File: src/rtl/glyph_font_pkg.sv
// glyph_font_pkg
//   Shared definitions for the glyph font streamer: default geometry,
//   stream FSM state encoding, the built-in 8x16 digit image and the helpers
//   that turn (glyph, row) into a flat row-word address and look up that word.
//   The built-in image is laid out glyph-major, row 0 first, leftmost pixel in
//   the MSB of each row word; it describes the default 8x16 geometry.
package glyph_font_pkg;

    localparam int GLYPH_W_DEF    = 8;
    localparam int GLYPH_H_DEF    = 16;
    localparam int NUM_GLYPHS_DEF = 10;

    typedef enum logic [1:0] {
        IDLE,
        FETCH,
        SHIFT
    } stream_state_t;

    // One 128-bit bitmap per digit: row 0 in bits [127:120], row 15 in [7:0].
    // Rows 0-2 and 12-15 are blank for every digit.
    localparam logic [127:0] FONT_IMG [NUM_GLYPHS_DEF] = '{
        {24'h0, 72'h3C66666E766666663C, 32'h0},  // 0
        {24'h0, 72'h183818181818181818 ^ 72'h00000000000000007E ^ 72'h000000000000000018, 32'h0},  // 1
        {24'h0, 72'h3C66060C183060667E, 32'h0},  // 2
        {24'h0, 72'h3C66061C060606663C, 32'h0},  // 3
        {24'h0, 72'h0C1C3C6C6C7E0C0C0C, 32'h0},  // 4
        {24'h0, 72'h7E60607C060606663C, 32'h0},  // 5
        {24'h0, 72'h3C60607C666666663C, 32'h0},  // 6
        {24'h0, 72'h7E06060C1830303030, 32'h0},  // 7
        {24'h0, 72'h3C7666663C7766663C, 32'h0},  // 8
        {24'h0, 72'h3C6666663E06060C38, 32'h0}   // 9
    };

    function automatic int unsigned glyph_word_addr(int unsigned glyph, int unsigned row,
                                                    int unsigned rows = GLYPH_H_DEF);
        return glyph * rows + row;
    endfunction

    // Row word at a flat address of the built-in image; zero outside it.
    function automatic logic [GLYPH_W_DEF-1:0] font_word(int unsigned addr);
        int unsigned  g;
        int unsigned  r;
        logic [127:0] bmp;
        g   = addr / GLYPH_H_DEF;
        r   = addr % GLYPH_H_DEF;
        bmp = '0;
        for (int i = 0; i < NUM_GLYPHS_DEF; i++) begin
            if (g == i) bmp = FONT_IMG[i];
        end
        return GLYPH_W_DEF'(bmp >> (GLYPH_W_DEF * (GLYPH_H_DEF - 1 - r)));
    endfunction

endpackage

File: src/rtl/glyph_font_rom.sv
// glyph_font_rom
//   Dual-read synchronous font ROM.
//   Port A: row-word read for the streamer, updates only while a_en is high.
//   Port B: single-pixel read for the random-access port, every cycle.
//   Any glyph >= NUM_GLYPHS or row >= GLYPH_H reads as zero.
// Ports
//   clock, reset           clock, async active-high reset (outputs clear to 0)
//   a_en/a_glyph/a_row     port A enable and row-word address
//   a_word                 registered row word, leftmost pixel in MSB
//   b_in_range             caller's row-range qualifier for port B
//   b_glyph/b_row/b_col    port B pixel address
//   b_q                    registered pixel
module glyph_font_rom
    import glyph_font_pkg::*;
#(
    parameter int NUM_GLYPHS = NUM_GLYPHS_DEF,
    parameter int GLYPH_W    = GLYPH_W_DEF,
    parameter int GLYPH_H    = GLYPH_H_DEF,
    localparam int GW = $clog2(NUM_GLYPHS),
    localparam int RW = $clog2(GLYPH_H),
    localparam int CW = $clog2(GLYPH_W)
) (
    input  logic               clock,
    input  logic               reset,
    input  logic               a_en,
    input  logic [GW-1:0]      a_glyph,
    input  logic [RW-1:0]      a_row,
    output logic [GLYPH_W-1:0] a_word,
    input  logic               b_in_range,
    input  logic [GW-1:0]      b_glyph,
    input  logic [RW-1:0]      b_row,
    input  logic [CW-1:0]      b_col,
    output logic               b_q
);

    function automatic logic [GLYPH_W-1:0] row_word(logic [GW-1:0] g, logic [RW-1:0] r);
        if (32'(g) >= NUM_GLYPHS || 32'(r) >= GLYPH_H) return '0;
        return GLYPH_W'(font_word(glyph_word_addr(32'(g), 32'(r))));
    endfunction

    logic [GLYPH_W-1:0] b_word;
    logic               b_col_ok;

    assign b_word   = row_word(b_glyph, b_row);
    assign b_col_ok = 32'(b_col) < GLYPH_W;

    always_ff @(posedge clock or posedge reset) begin
        if (reset) begin
            a_word <= '0;
            b_q    <= 1'b0;
        end else begin
            if (a_en) a_word <= row_word(a_glyph, a_row);
            b_q <= b_in_range && b_col_ok && b_word[CW'(GLYPH_W - 1) - b_col];
        end
    end

endmodule

File: src/rtl/glyph_font_streamer.sv
// glyph_font_streamer
//   Multi-glyph 1-bpp font ROM with a random-access pixel port (1-cycle
//   registered read) and a request/stream port that serialises one row or
//   the tail of a glyph as pixels under valid/ready backpressure.
//   The font image is the built-in table in glyph_font_pkg.
// Ports
//   clock, reset                      clock, async active-high reset
//   rd_glyph, rd_address, rd_q        random port: address = row*GLYPH_W + col
//   req_valid/ready/glyph/row/mode/invert   stream request
//   px_valid/ready/data/eol/last      pixel stream
//
// state | meaning
// IDLE  | waiting for a request, req_ready high
// FETCH | one-cycle row-word read into the shift word, no pixel out
// SHIFT | presenting pixel col of the current row
module glyph_font_streamer
    import glyph_font_pkg::*;
#(
    parameter int NUM_GLYPHS = NUM_GLYPHS_DEF,
    parameter int GLYPH_W    = GLYPH_W_DEF,
    parameter int GLYPH_H    = GLYPH_H_DEF,
    localparam int GW = $clog2(NUM_GLYPHS),
    localparam int RW = $clog2(GLYPH_H),
    localparam int CW = $clog2(GLYPH_W)
) (
    input  logic          clock,
    input  logic          reset,
    input  logic [GW-1:0] rd_glyph,
    input  logic [RW+CW-1:0] rd_address,
    output logic          rd_q,
    input  logic          req_valid,
    output logic          req_ready,
    input  logic [GW-1:0] req_glyph,
    input  logic [RW-1:0] req_row,
    input  logic          req_mode,
    input  logic          req_invert,
    output logic          px_valid,
    input  logic          px_ready,
    output logic          px_data,
    output logic          px_eol,
    output logic          px_last
);

    localparam int AW = RW + CW;

    stream_state_t      state, state_nxt;
    logic               ready_en;
    logic [GW-1:0]      cap_glyph;
    logic [RW-1:0]      cur_row;
    logic [CW-1:0]      col;
    logic               cap_mode;
    logic               cap_invert;
    logic [GLYPH_W-1:0] shift_word;
    logic               accept;
    logic               px_hs;
    logic               row_final;

    logic [AW-1:0]      rd_row_full;
    logic [RW-1:0]      rd_row;
    logic [CW-1:0]      rd_col;
    logic               rd_row_ok;

    // Random port address split; the full-width quotient catches rows past
    // GLYPH_H before they are truncated to RW bits.
    assign rd_row_full = rd_address / AW'(GLYPH_W);
    assign rd_row      = RW'(rd_row_full);
    assign rd_col      = CW'(rd_address % AW'(GLYPH_W));
    assign rd_row_ok   = rd_row_full < AW'(GLYPH_H);

    glyph_font_rom #(
        .NUM_GLYPHS (NUM_GLYPHS),
        .GLYPH_W    (GLYPH_W),
        .GLYPH_H    (GLYPH_H)
    ) u_rom (
        .clock      (clock),
        .reset      (reset),
        .a_en       (state == FETCH),
        .a_glyph    (cap_glyph),
        .a_row      (cur_row),
        .a_word     (shift_word),
        .b_in_range (rd_row_ok),
        .b_glyph    (rd_glyph),
        .b_row      (rd_row),
        .b_col      (rd_col),
        .b_q        (rd_q)
    );

    assign accept = req_valid && req_ready;
    assign px_hs  = px_valid && px_ready;
    // ">=" also ends an out-of-range start row in tail mode after one row.
    assign row_final = !cap_mode || (32'(cur_row) >= GLYPH_H - 1);

    // req_ready stays low while reset is held and rises on the first clock after.
    always_ff @(posedge clock or posedge reset) begin
        if (reset) ready_en <= 1'b0;
        else       ready_en <= 1'b1;
    end

    always_ff @(posedge clock or posedge reset) begin
        if (reset) state <= IDLE;
        else       state <= state_nxt;
    end

    always_comb begin
        state_nxt = state;
        case (state)
            IDLE:    if (accept) state_nxt = FETCH;
            FETCH:   state_nxt = SHIFT;
            SHIFT:   if (px_hs && px_eol) state_nxt = px_last ? IDLE : FETCH;
            default: state_nxt = IDLE;
        endcase
    end

    always_comb begin
        req_ready = 1'b0;
        px_valid  = 1'b0;
        px_data   = 1'b0;
        px_eol    = 1'b0;
        px_last   = 1'b0;
        case (state)
            IDLE:  req_ready = ready_en;
            SHIFT: begin
                px_valid = 1'b1;
                px_data  = shift_word[CW'(GLYPH_W - 1) - col] ^ cap_invert;
                px_eol   = (32'(col) == GLYPH_W - 1);
                px_last  = px_eol && row_final;
            end
            default: ;
        endcase
    end

    always_ff @(posedge clock or posedge reset) begin
        if (reset) begin
            cap_glyph  <= '0;
            cur_row    <= '0;
            col        <= '0;
            cap_mode   <= 1'b0;
            cap_invert <= 1'b0;
        end else begin
            case (state)
                IDLE: if (accept) begin
                    cap_glyph  <= req_glyph;
                    cur_row    <= req_row;
                    cap_mode   <= req_mode;
                    cap_invert <= req_invert;
                end
                FETCH: col <= '0;
                SHIFT: if (px_hs) begin
                    if (!px_eol)       col     <= col + 1'b1;
                    else if (!px_last) cur_row <= cur_row + 1'b1;
                end
                default: ;
            endcase
        end
    end

endmodule

File: config.mk
export PLATFORM = sky130hd
export DESIGN_NAME = glyph_font_streamer
export DESIGN_NICKNAME = d
export VERILOG_FILES = /design/src/rtl/glyph_font_pkg.sv /design/src/rtl/glyph_font_rom.sv /design/src/rtl/glyph_font_streamer.sv
export SDC_FILE = /design/constraint.sdc
export NUM_CORES = 1
export LEC_CHECK = 0
export BUFFER_PORTS_ARGS = -buffer_cell sky130_fd_sc_hd__buf_4
export CORE_MARGIN = 4
export CORE_UTILIZATION = 55
export CTS_CLUSTER_DIAMETER = 100
export DETAILED_ROUTE_END_ITERATION = 16
export GPL_ROUTABILITY_DRIVEN = 1
export GPL_TIMING_DRIVEN = 1
export HOLD_SLACK_MARGIN = 0.08
export PLACE_DENSITY = 0.78
export SYNTH_ARGS = -nofsm -noshare
export SYNTH_HDL_FRONTEND = slang
export SYNTH_SLANG_ARGS = --single-unit
File: constraint.sdc
create_clock -name clock -period 1.7 [get_ports clock]
set_input_delay 0.17 -clock clock [delete_from_list [all_inputs] [get_ports clock]]
set_output_delay 0.17 -clock clock [all_outputs]
set_load 0.02 [all_outputs]
==> flow_metrics.py <==
metrics = {
    "logic_synthesis": {
        "syn_area_per_cell_um2": 7.15,
        "yosysUniqueCellTypes": 68,
        "sequential_fraction_of_the_synthesis_area_pct": 19.9,
        "synth_nets": 451,
        "post_synth_instance_area_um2": 3030,
        "synth-seq-cells": 24,
        "synth_enable_flop_cells": 0,
        "synthFlopType": "dfrtp_1",
        "yosysWarningCount": 0,
        "async_reset_ff_share_pct": 100,
        "synth_cells": 423,
    },
    "cells_and_area": {
        "area_delta_synth_final_pct": 45.3,
        "final_layout_size_suffix_gt1_share_pct": 38.5,
        "num-nets-final": 556,
        "layout.cells.most_common": "buf_4",
        "most-common-layout-cells": "122 x buf_4, 44 x nand2_1, 30 x nor2_1, 29 x o21ai_0, 24 x a21oi_1",
        "finish.utilization_pct": 84.5,
        "antennaDiodeCount": 0,
    },
    "run_status": {
        "violated_checks": "setup timing",
        "result_of_the_run": "finished with violations",
    },
    "sta": {
        "fin_setup_tns_ns": -0.689,
        "post-route-worst-setup-slack_ns": -0.211,
        "worst_clock_skew_ns": 0.00839,
        "timing.final.max_slew_violations": 0,
        "finalSetupViolations": 7,
        "max_slew_headroom_at_the_worst_pin_pct": 56.9,
        "fmax_mhz": 523,
        "hold_viol_final": 0,
        "transition_at_the_pin_with_the_smallest_max_transition_slack_ns": 0.645,
        "finalCriticalPeriod_ns": 1.91,
        "final.period_utilization_pct": 112,
        "grt_setup_unrepaired": "true",
    },
    "setup_path": {
        "setup.worst_path.class": "flip-flop to output port",
        "r2r-start": "col[0]$_DFFE_PP0P_",
        "timing.reg2reg.setup_slack_ns": -0.08,
        "worstSetupEndpointType": "output port",
        "crit_arrival_ns": 1.74,
        "setup.worst_path.start": "col[0]$_DFFE_PP0P_",
        "timing.critical_path.cells": "buf_6 > mux2_4 > a21oi_4 > o21ai_2 > xnor2_1 > nor2_1 > buf_4",
        "r2r_end": "cur_row[3]$_DFFE_PP0P_",
        "cpMaxStageDelayCell": "dfrtp_1",
        "worstSetupEndpoint": "px_data",
        "worst_path_largest_cell_delay_ns": 0.43,
        "cp.required_ns": 1.53,
        "crit_fanout": 4,
        "launching_element_type_of_the_critical_path": "flip-flop",
        "r2r.worst_path.cells": 8,
    },
    "placed_design": {
        "globalplace.congestion": 1.03,
        "dp_worst_setup_slack_ns": -0.149,
        "hpwlAfterDp_um": 7820,
        "io_buffer_count": 30,
    },
    "route": {
        "drc": 0,
        "detailed_route_wire_length_um": 11700,
        "routed_wire_length_per_instance_um": 19.6,
        "vias_per_cell": 6.75,
        "vias": 4031,
        "drtAntennaViolNets": 0,
        "detailedRoute.firstPassIterationCount": 5,
        "detail_route.iter0.violations": 492,
    },
    "cts": {
        "cts_buffers": 3,
        "clkLatencyLatePin_ns": 0.28,
        "cts-root-to-sink-buffers": 2,
        "cts_tree": "yes",
        "post_cts_clock_slew_at_the_launch_and_capture_registers_of_the_worst_setup_and_hold_paths_ns": 0.10,
        "clock_sink_count": 24,
        "htreeDepth": 1,
        "root_buffer": "clkbuf_8",
    },
    "die": {
        "die_area_um2": 6750,
        "die_h_um": 82.2,
        "core_area_um2": 5200,
        "die_x_extent_um": 82.2,
        "number_of_rows_in_the_core_area": 26,
        "initial_utilization_pct": 58.1,
        "boundaryPins": 31,
    },
    "global_routing": {
        "number_of_global_route_vias_before_repair": 3771,
        "grt-ovfl-total": 0,
        "antenna_violations_before_repair": 0,
        "grt_max_degree": 22,
        "grt_usage_pct": 33.8,
        "first_pass_grt_wire_length_um": 17800,
    },
    "power_and_ir_drop": {
        "p_per_area_nw_per_um2": 1700,
        "leakage_nw": 1.87,
        "ir_drop_mv": 1.01,
    },
    "min_path": {
        "min_path_type": "input port to flip-flop",
    },
    "flow_run": {
        "maxCapViolCount": 0,
    },
}
==> Yosys cell counts, types with 3 or more instances <==
master     count  area [µm²]
nor3b_1        3        22.5
buf_2         20         100
a211oi_1       7        52.6
o21ai_0       37         185
nand2_1       45         169
xor2_1         4        35.0
nand3b_1       3        22.5
mux2i_1        4        40.0
xnor2_1        4        35.0
a22oi_1        4        30.0
nand2b_1       8        50.1
nor3_1         5        25.0
a31oi_1       11        68.8
dfrtp_1       24         601
buf_1          3        11.3
nor2_1        36         135
o21a_1         3        22.5
o221ai_1       6        52.6
clkbuf_1      13        48.8
nor2b_1       16         100
inv_1         12        45.0
a221oi_1       3        26.3
a2111oi_0      3        26.3
a21oi_1       28         140
a2bb2oi_1      3        26.3
and2_1         6        37.5
o31ai_1        3        22.5
o211ai_1       7        52.6
nand3_1       16        80.1
a32o_1         4        40.0
buf_6          5        56.3
ha_1           3        37.5
o311ai_0       4        35.0
o2111ai_1      6        52.6
o22ai_1        6        37.5
a21o_1         8        60.1
or4_1          3        22.5
mux2_2         5        56.3
==> layer usage <==
layer / track usage (%) / vias up / wire [µm]
met5: 0 / - / 0
met4: 15.3 / 0 / 704
met3: 5.31 / 81 / 1060
met2: 58.8 / 296 / 5610
met1: 41.0 / 1866 / 4320
li1: - / 1788 / -
==> worst max-delay path, delay by kind of cell, from the launching register on <==
kind / cells / cell delay (ns)
buffers and inverters: 2 / 0.30
multiplexers: 1 / 0.31
AO/OA/AOI/OAI: 2 / 0.22
AND/OR/NAND/NOR: 1 / 0.09
flip-flops: 1 / 0.43
XOR/XNOR: 1 / 0.11
==> per-stage QoR <==
stage,power [mW],hold slack (ns),instance area [µm²],instances
3_5_place_dp,5.48,0.302,3920,576
3_3_place_gp,5.39,0.290,3920,576
2_1_floorplan,3.61,0.185,3060,423
6_report,7.49,0.0960,4400,597
5_1_grt,7.82,0.0983,4400,597
4_1_cts,6.41,0.0970,4150,591
==> worst min-delay path by stage <==
stage                 startpoint                  endpoint  slack [ns]  cells past startpoint
finish              req_glyph[3]  cap_glyph[3]$_DFFE_PP0P_         0.1                      3
global route        req_glyph[3]  cap_glyph[3]$_DFFE_PP0P_         0.1                      3
CTS                 req_glyph[0]  cap_glyph[0]$_DFFE_PP0P_         0.1                      3
detailed placement         reset       u_rom.b_q$_DFF_PP0_        0.30                      2
global placement           reset       u_rom.b_q$_DFF_PP0_        0.29                      2
floorplan                  reset  cap_glyph[0]$_DFFE_PP0P_        0.18                      1
==> timing repair <==
action                                  4_1_cts  5_1_grt
pin swaps                                     8       21
endpoints found under the hold margin        15        0
endpoints found under the setup margin       11       13
hold buffers                                  1        0
gates cloned                                  0        1
resized for setup                            29       46
buffers inserted                             10        5
==> power by group <==
part           internal (mW)  switching (mW)
clock network          0.315           0.212
logic                   2.84            3.02
registers              0.814           0.296
==> cells by family after synthesis <==
family	after synthesis	share of synthesized area, %
adders and majority gates	4	1.57
and+or+nand+nor	158	26.4
other	1	0.124
AOI/OAI and AO/OA	162	36.5
buffers and inverters	56	9.26
muxes	10	3.93
xor gates and xnor gates	8	2.32
DFF	24	19.9
==> cell type report <==
class	instances	area, µm²
flip-flops and latches	24	612
repair buffers	143	1210
clock buffers	3	41.3
fillers	303	808
clock inverters	1	30.0
inverters	13	48.8
multi-input cells	343	2370
well taps	70	87.6
==> sequential cells by signal, indices dropped and copies added (netlist names) <==
signal,count
cap_invert,1
ready_en,1
cur_row,4
cap_mode,1
cap_glyph,4
u_rom.a_word,7
state,2
u_rom.b_q,1
col,3
Power figures use the tool's default switching activity.
